==> src/rtl/silife_max7219_rx.sv <==
// silife_max7219_rx: oversampling MAX7219 daisy-chain SPI receiver with per-device shadow registers.
// Define SILIFE_MAX7219_RX_CONFIG_EN to also store decode/intensity/scan-limit/shutdown/test registers.
module silife_max7219_rx #(
  parameter int CHAIN = 16,
  parameter int DEV_BITS = $clog2(CHAIN)
) (
  input  logic                clk,
  input  logic                reset_n,
  input  logic                i_cs,
  input  logic                i_sck,
  input  logic                i_mosi,
  input  logic [DEV_BITS-1:0] i_rd_dev,
  input  logic [2:0]          i_rd_digit,
  output logic [7:0]          o_rd_row,
  output logic [3:0]          o_rd_intensity,
  output logic [2:0]          o_rd_scan_limit,
  output logic [7:0]          o_rd_decode,
  output logic                o_rd_shutdown_n,
  output logic                o_rd_test,
  output logic                o_frame,
  output logic                o_frame_err,
  output logic                o_busy
);
  localparam int NB = 16 * CHAIN;
  localparam int CW = $clog2(NB + 2);
  localparam logic [CW-1:0] FULL = CW'(NB);
  localparam logic [CW-1:0] SAT = CW'(NB + 1);
  logic [1:0] cs_s, sck_s, mosi_s;
  logic cs_h, sck_h;
  logic [CW-1:0] cnt;
  logic [NB-1:0] sr;
  logic [15:0] w [CHAIN];
  logic [7:0] dig [CHAIN][8];
  logic cs_fall, cs_rise, sck_rise, apply, bad, rd_ok;
  assign cs_fall = cs_h & ~cs_s[1];
  assign cs_rise = ~cs_h & cs_s[1];
  assign sck_rise = sck_s[1] & ~sck_h & ~cs_s[1] & ~cs_fall;
  assign apply = cs_rise && cnt == FULL;
  assign bad = cs_rise && cnt != '0 && cnt != FULL;
  assign o_busy = ~cs_s[1];
  assign rd_ok = 32'(i_rd_dev) < CHAIN;
  genvar g;
  for (g = 0; g < CHAIN; g++) begin : g_word
    assign w[g] = sr[16*g +: 16];
  end
  // cs flops reset high so a reset never looks like an active frame
  always_ff @(posedge clk or negedge reset_n)
    if (!reset_n) begin
      cs_s <= 2'b11;
      cs_h <= 1'b1;
      sck_s <= '0;
      sck_h <= 1'b0;
      mosi_s <= '0;
      cnt <= '0;
      sr <= '0;
    end else begin
      cs_s <= {cs_s[0], i_cs};
      sck_s <= {sck_s[0], i_sck};
      mosi_s <= {mosi_s[0], i_mosi};
      cs_h <= cs_s[1];
      sck_h <= sck_s[1];
      if (cs_fall)
        cnt <= '0;
      else if (sck_rise) begin
        sr <= {sr[NB-2:0], mosi_s[1]};
        cnt <= (cnt == SAT) ? SAT : cnt + 1'b1;
      end
    end
  always_ff @(posedge clk or negedge reset_n)
    if (!reset_n) begin
      o_frame <= 1'b0;
      o_frame_err <= 1'b0;
      for (int d = 0; d < CHAIN; d++)
        for (int r = 0; r < 8; r++)
          dig[d][r] <= '0;
    end else begin
      o_frame <= apply;
      o_frame_err <= bad;
      if (apply)
        for (int d = 0; d < CHAIN; d++)
          if (w[d][11:8] != 4'h0 && w[d][11:8] <= 4'h8)
            dig[d][w[d][10:8] - 3'd1] <= w[d][7:0];
    end
  always_ff @(posedge clk or negedge reset_n)
    if (!reset_n)
      o_rd_row <= '0;
    else
      o_rd_row <= rd_ok ? dig[i_rd_dev][i_rd_digit] : '0;
`ifdef SILIFE_MAX7219_RX_CONFIG_EN
  logic [7:0] dec [CHAIN];
  logic [3:0] inten [CHAIN];
  logic [2:0] scan [CHAIN];
  logic [CHAIN-1:0] shdn, tst;
  always_ff @(posedge clk or negedge reset_n)
    if (!reset_n) begin
      shdn <= '0;
      tst <= '0;
      for (int d = 0; d < CHAIN; d++) begin
        dec[d] <= '0;
        inten[d] <= '0;
        scan[d] <= '0;
      end
    end else if (apply)
      for (int d = 0; d < CHAIN; d++) begin
        if (w[d][11:8] == 4'h9) dec[d] <= w[d][7:0];
        if (w[d][11:8] == 4'hA) inten[d] <= w[d][3:0];
        if (w[d][11:8] == 4'hB) scan[d] <= w[d][2:0];
        if (w[d][11:8] == 4'hC) shdn[d] <= w[d][0];
        if (w[d][11:8] == 4'hF) tst[d] <= w[d][0];
      end
  always_ff @(posedge clk or negedge reset_n)
    if (!reset_n) begin
      o_rd_decode <= '0;
      o_rd_intensity <= '0;
      o_rd_scan_limit <= '0;
      o_rd_shutdown_n <= 1'b0;
      o_rd_test <= 1'b0;
    end else begin
      o_rd_decode <= rd_ok ? dec[i_rd_dev] : '0;
      o_rd_intensity <= rd_ok ? inten[i_rd_dev] : '0;
      o_rd_scan_limit <= rd_ok ? scan[i_rd_dev] : '0;
      o_rd_shutdown_n <= rd_ok & shdn[i_rd_dev];
      o_rd_test <= rd_ok & tst[i_rd_dev];
    end
`else
  assign o_rd_decode = '0;
  assign o_rd_intensity = '0;
  assign o_rd_scan_limit = '0;
  assign o_rd_shutdown_n = 1'b0;
  assign o_rd_test = 1'b0;
`endif
endmodule

==> config.mk <==
export PLATFORM = sky130hd
export DESIGN_NAME = silife_max7219_rx
export DESIGN_NICKNAME = d
export VERILOG_FILES = /design/src/rtl/silife_max7219_rx.sv
export SDC_FILE = /design/constraint.sdc
export NUM_CORES = 2
export LEC_CHECK = 0
export CAP_MARGIN = 30
export CELL_PAD_IN_SITES_DETAIL_PLACEMENT = 1
export CELL_PAD_IN_SITES_GLOBAL_PLACEMENT = 1
export CORE_UTILIZATION = 50
export DETAILED_ROUTE_END_ITERATION = 12
export MAX_ROUTING_LAYER = met4
export PLACE_DENSITY_LB_ADDON = 0.2
export SYNTH_ARGS = -nofsm -noshare
export SYNTH_HDL_FRONTEND = slang
export SYNTH_SLANG_ARGS = --single-unit
export TNS_END_PERCENT = 100
==> constraint.sdc <==
create_clock -name clk -period 3.6 [get_ports clk]
set_input_delay 0.72 -clock clk [delete_from_list [all_inputs] [get_ports clk]]
set_output_delay 0.72 -clock clk [all_outputs]
set_load 0.05 [all_outputs]
==> impl_metrics.env <==
export IMPL_critPathMaxFanout=34
export IMPL_grt_setup_unrepaired="false"
export IMPL_fin_nets=4107
export IMPL_post_cts_resized=0
export IMPL_start_util_pct=50.7
export IMPL_clk_pin_slew_worst_paths_ps=60
export IMPL_h_tree_depth=4
export IMPL_cts_buffers=142
export IMPL_io_pins=40
export IMPL_synth_edf_count=0
export IMPL_synth_area_um2=59200
export IMPL_seq_area_frac_synth_pct=55.1
export IMPL_place_gp_congestion=0.973
export IMPL_irDropWorstVdd_uv=454
export IMPL_rows=125
export IMPL_holdCritPathClass="reg2reg"
export IMPL_hold_viol_final=0
export IMPL_grt_max_degree=122
export IMPL_synthArstFlopShare_pct=100
export IMPL_drt_iter0_drc=4082
export IMPL_cts_tree="built"
export IMPL_leakage_nw=32.2
export IMPL_nFillCells=10800
export IMPL_vias=36800
export IMPL_syn_inst=4054
export IMPL_whs_endpoint="sck_s[1]$_DFF_PN0_"
export IMPL_fmax_ghz=0.331
export IMPL_grt_usage_pct=35.3
export IMPL_max_stage_delay_ps=720
export IMPL_gr_total_overflow=0
export IMPL_avgViaCountPerCell=6.44
export IMPL_placedInstanceArea_um2=61400
export IMPL_drive_above_1_share_pct=44.4
export IMPL_final_util_pct=56.8
export IMPL_yosys_cell_types_count=48
export IMPL_slew_violations=0
export IMPL_synthTopCellsByCount="dfrtp_1 (1300), mux2_2 (1032), nand2_1 (674)"
export IMPL_setup_viol=0
export IMPL_drt_wl_total_mm=200
export IMPL_fin_skew_ps=24.6
export IMPL_syn2layout_area_growth_pct=12.0
export IMPL_max_slew_margin_pct=38.3
export IMPL_synth_seq_cells=1303
export IMPL_slowest_stage="and4_1"
export IMPL_tightestPinTransition_ps=926
export IMPL_synth_top_cell_area_share_pct=55.0
export IMPL_max_cap_viol_count=0
export IMPL_ys_top_cells_by_area="dfrtp_1 (55%), mux2_2 (20%), mux4_2 (13%), nand2_1 (4.3%), buf_4 (1.6%)"
export IMPL_finalCritPeriodShare_pct=83.9
export IMPL_clock_latency_ps=770
export IMPL_yosysMostFrequentCell="dfrtp_1"
export IMPL_cts_root_buf="clkbuf_16"
export IMPL_multi_input_area_um2=24600
export IMPL_r2r_slack_ps=580
export IMPL_clock_path_buffers=3
export IMPL_required_ps=4240
export IMPL_cp_arrival_ps=3670
export IMPL_synth_area_per_cell_um2=14.6
export IMPL_hold_start="sck_s[0]$_DFF_PN0_"
export IMPL_die_h_um=346
export IMPL_setup_tns_final_ps=0
export IMPL_cp_common_cell="buf_12"
export IMPL_drtAntennaViolNets=0
export IMPL_power_density_nw_per_um2=467
export IMPL_detail_route_wl_per_cell_um=35.0
export IMPL_post_cts_buffers=0
export IMPL_worstSetupPathType="reg2reg"
export IMPL_endpoint_kind="flop"
export IMPL_clock_sinks=1303
export IMPL_first_global_vias=37700
export IMPL_drc=0
export IMPL_synth_warnings=0
export IMPL_rr_startpoint="cnt[3]$_DFFE_PN0P_"
export IMPL_core_um2=117000
export IMPL_synth_largest_area_cell="dfrtp_1"
export IMPL_hpwl_mm=139
export IMPL_antenna_found_initial=15
export IMPL_die_w_um=346
export IMPL_period_minus_slack_ps=3020
export IMPL_cp_cell_sequence="nor4_1, buf_4, nand4_1, buf_12, inv_2, buf_12, and4_1, mux2_2"
export IMPL_holdPathStages=0
export IMPL_numPortBuffers=22
export IMPL_start_kind="flop"
export IMPL_status="finished clean"
export IMPL_r2r_cells=8
export IMPL_seq_area_um2=32600
export IMPL_worstReg2RegEnd="dig[951]$_DFFE_PN0P_"
export IMPL_synth_top_flop_cell="dfrtp_1"
export IMPL_design_area_um2=66300
export IMPL_drt_pre_antenna_iters=5
export IMPL_die_area_um2=120000
export IMPL_grt_pass1_wl_mm=291
==> metal layers <==
layer  wire length [um]  track usage (%)  up-vias  part of all wire (%)
li1                   -                -    14600                     -
met1              87600             51.6    20100                    44
met2              79700             44.2     1853                    40
met3              28000             16.1      284                    14
met4               4670             8.52        0                   2.3
met5                  0                -        -                     0
==> logic make-up (layout without fill, tap and decap cells) <==
group	after synthesis	in the layout	synth area share [%]
simple gates	874	874	7.54
compound gates	82	82	0.782
xor+xnor	16	16	0.237
fa+ha+maj	19	19	0.402
mux	1372	1372	32.5
buf+inv	387	507	3.46
other cells	1	22	0.00633
flops	1303	1303	55.1
==> cell type report <==
| type | count | area share [%] |
|---|---|---|
| diodes | 5 | 0.0189 |
| flip-flops and latches | 1303 | 49.2 |
| inverters | 38 | 0.215 |
| clock inverters | 52 | 1.11 |
| multi-input cells | 2380 | 37.1 |
| repair buffers | 211 | 3.21 |
| well taps | 1524 | 2.88 |
| clock buffers | 206 | 6.28 |
==> report_power, final <==
part           leakage (nW)  internal (mW)  switching [mW]
clock network          2.41           9.09            6.27
logic                  11.6          0.255           0.629
registers              18.2           14.7          0.0674
total                  32.2           24.0            6.97
==> placed cells by master (no fill, tap or decap), types with 4 or more instances in the layout <==
cell type	Yosys	final
a21oi_1	17	17
and3_1	10	10
and3b_1	8	8
and4_1	15	15
buf_12	0	37
buf_4	129	153
bufinv_16	0	14
clkbuf_1	133	28
clkbuf_16	0	143
clkbuf_8	0	35
clkdlybuf4s50_1	0	17
clkinv_1	8	8
clkinv_2	0	20
clkinv_8	0	6
conb_1	1	17
dfrtp_1	1300	1300
diode_2	0	5
ha_1	19	19
inv_1	30	29
inv_6	0	6
mux2_2	1032	1032
mux2i_1	4	4
mux4_2	336	336
nand2_1	674	674
nand3_1	17	17
nand3b_1	8	8
nand4_1	41	41
nand4b_1	11	11
nor2_1	20	20
nor3b_1	6	6
nor3b_2	6	6
nor4b_2	4	5
nor4b_4	28	28
o21ai_0	51	51
o21ba_2	5	5
or2_2	5	5
or3b_2	8	8
xor2_1	16	16
==> critical path, delay by kind of cell, from the launching register on <==
kind / cells / cell delay, ps
multiplexers: 1 / 410
AND/OR/NAND/NOR: 3 / 1160
buffers and inverters: 4 / 790
flip-flops: 1 / 460
==> worst max-delay path by stage <==
stage	end	startpoint
finish	dig[951]$_DFFE_PN0P_	cnt[3]$_DFFE_PN0P_
global route	dig[946]$_DFFE_PN0P_	cnt[3]$_DFFE_PN0P_
CTS	dig[951]$_DFFE_PN0P_	cnt[3]$_DFFE_PN0P_
detailed placement	o_rd_row[3]$_DFF_PN0_	i_rd_dev[0]
global placement	o_rd_row[6]$_DFF_PN0_	i_rd_dev[0]
floorplan	o_rd_row[0]$_DFF_PN0_	i_rd_dev[0]
==> through the flow <==
stage                     hold WS [ps]  cells  power, mW  setup WS, ps
after global placement             335   5455       15.9           187
after CTS                          334   5714       31.2           586
after global routing               362   5716       31.7           424
after floorplan                    331   4070       15.4           391
final                              349   5719       31.0           579
after detailed placement           339   5455       15.9           145
==> repair_timing <==
item	CTS	global route
hold endpoints to repair	59	0
setup endpoints to repair	0	0
hold buffers	1	0
==> registers in the layout, indices dropped and copies added, names as in the netlist <==
signal,cells
sck_h,1
o_rd_row,8
cs_s,2
dig,1024
sr,252
sck_s,2
o_frame_err,1
cnt,9
mosi_s,2
o_frame,1
cs_h,1
No activity file was read; power rests on OpenSTA's default activity.
